--- config.mk ---
export PLATFORM = sky130hd
export DESIGN_NAME = mux_word_serializer
export DESIGN_NICKNAME = d
export VERILOG_FILES = /design/src/rtl/mux_word_serializer_pkg.sv /design/src/rtl/mux_32x1.sv /design/src/rtl/mux_word_serializer.sv
export SDC_FILE = /design/constraint.sdc
export NUM_CORES = 1
export LEC_CHECK = 0
export CAP_MARGIN = 20
export CORE_ASPECT_RATIO = 1.4
export CORE_UTILIZATION = 45
export CTS_CLUSTER_SIZE = 16
export DETAILED_ROUTE_END_ITERATION = 8
export PLACE_DENSITY = 0.73
export SLEW_MARGIN = 15
export SYNTH_ARGS = -nofsm -noshare
export SYNTH_HDL_FRONTEND = slang
export SYNTH_HIERARCHICAL = 1
export SYNTH_SLANG_ARGS = --single-unit
--- constraint.sdc ---
create_clock -name clk -period 1.9 [get_ports clk]
set_input_delay 0.38 -clock clk [delete_from_list [all_inputs] [get_ports clk]]
set_output_delay 0.38 -clock clk [all_outputs]
set_load 0.02 [all_outputs]
--- src/rtl/mux_word_serializer_pkg.sv ---
// Shared types and helpers for the word serializer and its select mux.
package mux_word_serializer_pkg;

  // The select mux is a fixed 32:1, so the word width is pinned here.
  localparam int unsigned WordW = 32;
  localparam int unsigned SelW  = $clog2(WordW);

  typedef enum logic {
    StIdle  = 1'b0,
    StShift = 1'b1
  } state_e;

  // First bit index of a word for the chosen bit order.
  function automatic logic [SelW-1:0] start_idx(input bit msb_first);
    return msb_first ? SelW'(WordW - 1) : '0;
  endfunction

  // Final bit index of a word for the chosen bit order.
  function automatic logic [SelW-1:0] end_idx(input bit msb_first);
    return msb_first ? '0 : SelW'(WordW - 1);
  endfunction

  // Next bit index; callers never step past end_idx.
  function automatic logic [SelW-1:0] step_idx(input logic [SelW-1:0] idx,
                                               input bit msb_first);
    return msb_first ? idx - 1'b1 : idx + 1'b1;
  endfunction

endpackage

--- src/rtl/mux_32x1.sv ---
// 32-to-1 single-bit multiplexer: y = a[sel].
module mux_32x1 (
  input  logic [31:0] a,
  input  logic [4:0]  sel,
  output logic        y
);

  // Pure selection, no state.
  always_comb begin
    y = a[sel];
  end

endmodule

--- src/rtl/mux_word_serializer.sv ---
// Parallel-in / serial-out stage: captures a word over valid/ready and walks the
// 32:1 mux select through every bit index, one bit per accepted output beat.
module mux_word_serializer
  import mux_word_serializer_pkg::*;
#(
  parameter int unsigned K         = WordW,
  parameter int unsigned SELW      = $clog2(K),
  parameter bit          MSB_FIRST = 1'b0
) (
  input  logic            clk,
  input  logic            rst,
  input  logic            in_valid,
  output logic            in_ready,
  input  logic [K-1:0]    in_data,
  input  logic            out_ready,
  output logic            ser_valid,
  output logic            ser_bit,
  output logic            ser_last,
  output logic [SELW-1:0] sel_dbg
);

  localparam logic [SELW-1:0] StartIdx = start_idx(MSB_FIRST);
  localparam logic [SELW-1:0] EndIdx   = end_idx(MSB_FIRST);

  state_e          state_q, state_d;
  logic [SELW-1:0] cnt_q, cnt_d;
  logic [K-1:0]    hold_q, hold_d;
  logic            at_end;

  assign at_end = (state_q == StShift) && (cnt_q == EndIdx);

  // Outputs depend only on registers, except in_ready which also sees rst/out_ready.
  always_comb begin
    ser_valid = (state_q == StShift);
    ser_last  = at_end;
    sel_dbg   = cnt_q;
    in_ready  = !rst && ((state_q == StIdle) || (at_end && out_ready));
  end

  // Next-state: capture, step, reload back-to-back, or drain to idle.
  always_comb begin
    state_d = state_q;
    cnt_d   = cnt_q;
    hold_d  = hold_q;
    unique case (state_q)
      StIdle: begin
        if (in_valid) begin
          hold_d  = in_data;
          cnt_d   = StartIdx;
          state_d = StShift;
        end
      end
      StShift: begin
        if (out_ready) begin
          if (!at_end) begin
            cnt_d = step_idx(cnt_q, MSB_FIRST);
          end else if (in_valid) begin
            // Reload on the final beat so consecutive words have no bubble.
            hold_d = in_data;
            cnt_d  = StartIdx;
          end else begin
            cnt_d   = StartIdx;
            state_d = StIdle;
          end
        end
      end
      default: state_d = StIdle;
    endcase
  end

  // State registers; reset drops any partial word.
  always_ff @(posedge clk or posedge rst) begin
    if (rst) begin
      state_q <= StIdle;
      cnt_q   <= StartIdx;
      hold_q  <= '0;
    end else begin
      state_q <= state_d;
      cnt_q   <= cnt_d;
      hold_q  <= hold_d;
    end
  end

  mux_32x1 u_mux (
    .a   (hold_q),
    .sel (cnt_q),
    .y   (ser_bit)
  );

endmodule

==> results <==
per-layer routing:
metal | part of all wire | vias up | routed length (um)
li1 | - | 694 | -
met1 | 0.41 | 744 | 2060
met2 | 0.54 | 44 | 2700
met3 | 0.034 | 8 | 169
met4 | 0.018 | 0 | 89
met5 | 0 | - | 0
worst max-delay path, stage by stage (launching register included):
cell and delay (ns):
dfrtp_2 0.43, buf_4 0.15, buf_4 0.13, mux2i_2 0.19
a22oi_2 0.09, nand3_1 0.09, nand2_1 0.06, a311o_1 0.30
buf_6 0.14
where the power goes:
part / internal [mW] / switching [mW] / total [mW]
combinational: 1.37 / 0.808 / 2.18
clock: 0.253 / 0.260 / 0.513
sequential: 1.19 / 0.281 / 1.47
state kept, by name, summed over array words and instances (netlist names):
| register | count |
|---|---|
| hold_q | 32 |
| sel_dbg | 5 |
| ser_valid | 1 |
final timing paths:
check | start | cells past startpoint | endpoint | slack [ns]
setup / recovery | sel_dbg[1] | 8 | ser_bit | -0.35
hold / removal | hold_q[9] | 1 | hold_q[9] | 0.51
setup reg to reg | sel_dbg[1] | 11 | hold_q[12] | -0.32
hold reg to reg | hold_q[9] | 1 | hold_q[9] | 0.51
max in group asynchronous | rst | 3 | sel_dbg[0] | 0.98
min in group asynchronous | rst | 3 | ser_valid | 0.55
logic make-up after synthesis:
family,after synthesis,share of synthesized area
fa+ha+maj,2,0.0122
simple gates,29,0.0809
buf+inv,8,0.0572
mux,51,0.323
compound gates,18,0.0639
flops,38,0.463
placed cells by master, fill, tap and decap left out, types with 2 or more instances in the layout:
cell / count
buf_8: 2
clkbuf_1: 2
a22o_1: 2
a22oi_1: 3
nand3_1: 2
buf_6: 10
mux2i_1: 17
o21ai_0: 5
clkdlybuf4s50_1: 38
nand2_1: 7
dlymetal6s2s_1: 3
clkbuf_8: 5
nand2b_1: 2
a21oi_1: 3
nor2_2: 2
nor2_1: 2
buf_4: 24
buf_16: 2
dfrtp_1: 36
ha_4: 2
mux2_4: 32
buf_12: 5
nor2b_1: 2
dfrtp_2: 2
and2b_1: 2
timing repair:
action / 4_1_cts / 5_1_grt
setup buffers: 14 / 7
resized for setup: 32 / 15
gates cloned: 4 / 0
endpoints found under the setup margin: 37 / 38
pin swaps: 4 / 3
final cells by class:
type                       count  area [um^2]
multi-input combinational    100         1040
inverter                       1         3.75
tap                           60         75.1
timing repair buffer          85          901
fill                         305         1260
sequential                    38          953
clock buffer                   7         76.3
through the flow:
step                cell area (um^2)  hold slack, ns  instances
floorplan                       2090           0.479        146
global placement                2710           0.503        267
detailed placement              2710           0.497        267
CTS                             3070           0.520        291
global route                    3050           0.527        291
finish                          3050           0.514        291
==> run summary <==
IO Port Bufs - 44
Clk buf depth - 2
Lkg Pwr - 1.52 nW
DR WL/cell - 17.2 um
Pwr per Cell Area - 1370 mW/mm^2
Post-route core utilization - 0.708
Fmax - 445 MHz
Worst Path Max Fanout - 4
Post-Syn Area per Cell - 14.1 um^2
Drt initial violations - 39
Initial antenna violation count - 0
Final Power - 4.17 mW
Crit start category - flop
Post-Syn Area - 0.00206 mm^2
Boundary Pins - 45
DRT Pass-1 Iters - 6
First-pass GRT wire length - 7.71 mm
Final Skew - 0.00375 ns
Final Max Tran Viols - 0
Reg clk slew, reported paths - 0.07 ns
Syn. warnings - 6
DRC - 0
Sequential share of the synthesized area - 0.463
Yosys cell types - 30
Kind of critical path - reg -> out
Fin crit share - 1.18
Met3 usage - 0.0472
Syn nets - 184
Area delta synth->final - 48.4%
Slew Limit Headroom - 0.680
Cell taking the most area after synthesis - dfrtp_1
CTS tree - yes
Die width - 59.1 um
CP Capture Type - output port
Period minus WS final - 2.25 ns
Run status - finished with violations
Vias in the first global route - 1574
RSZ-0062 raised after global routing - true
Commonest cells post-synth - dfrtp_1, mux2_4, mux2i_1
Final hold vios - 0
VDD IR-drop max - 0.933 mV
Core ar. - 0.00431 mm^2
Place WS - -0.429 ns
Ant diodes - 0
Setup violations, final - 35
Yosys top cell area share - 0.463
Post-synth EDFFs - 0
TNS Setup - -8.18 ns
Critical Path RT - 1.52 ns
Worst setup margin - -0.347 ns
Layout Nets - 269
HPWL Detailed - 3.22 mm
Total GRT Usage - 0.221
GP Congestion - 0.894
Die height - 82.0 um
Share of cells above drive strength 1 - 0.411
GR Layer Usage met2 - 0.392
Asr flop ratio synth - 1.00
Crit path DAT - 1.87 ns
FF+latch count, synth - 38
Largest net degree at the start of global routing - 39
Die area - 0.00485 mm^2
# rows - 28
Most Crowded Layer GR - met2
Failing checks - setup timing
Via/cell ratio - 5.12
CTS Root Cell - clkbuf_8
Routed WL - 5.01 mm
Max-cap viol count - 0
Post-Syn Instances - 146
Most common cell in the netlist - dfrtp_1
M1 GR Usage - 0.259
Final global-route overflow total - 0
Clock tree sinks - 38
DRT antenna net count - 0
Vias - 1490
TritonCTS buffer count - 5
Clock latency at the later pin of the worst-skew pair - 0.28 ns
H-tree levels - 2
Hold_buf cts - 0
Starting Density - 0.477
Top cells by area, synth - dfrtp_1, mux2_4, mux2i_1
Slew @ Worst Pin - 0.480 ns
Top_reg_cell synth - dfrtp_1
Worst hold path class - reg -> reg
Note: power is estimated with default switching activity, not from simulation.
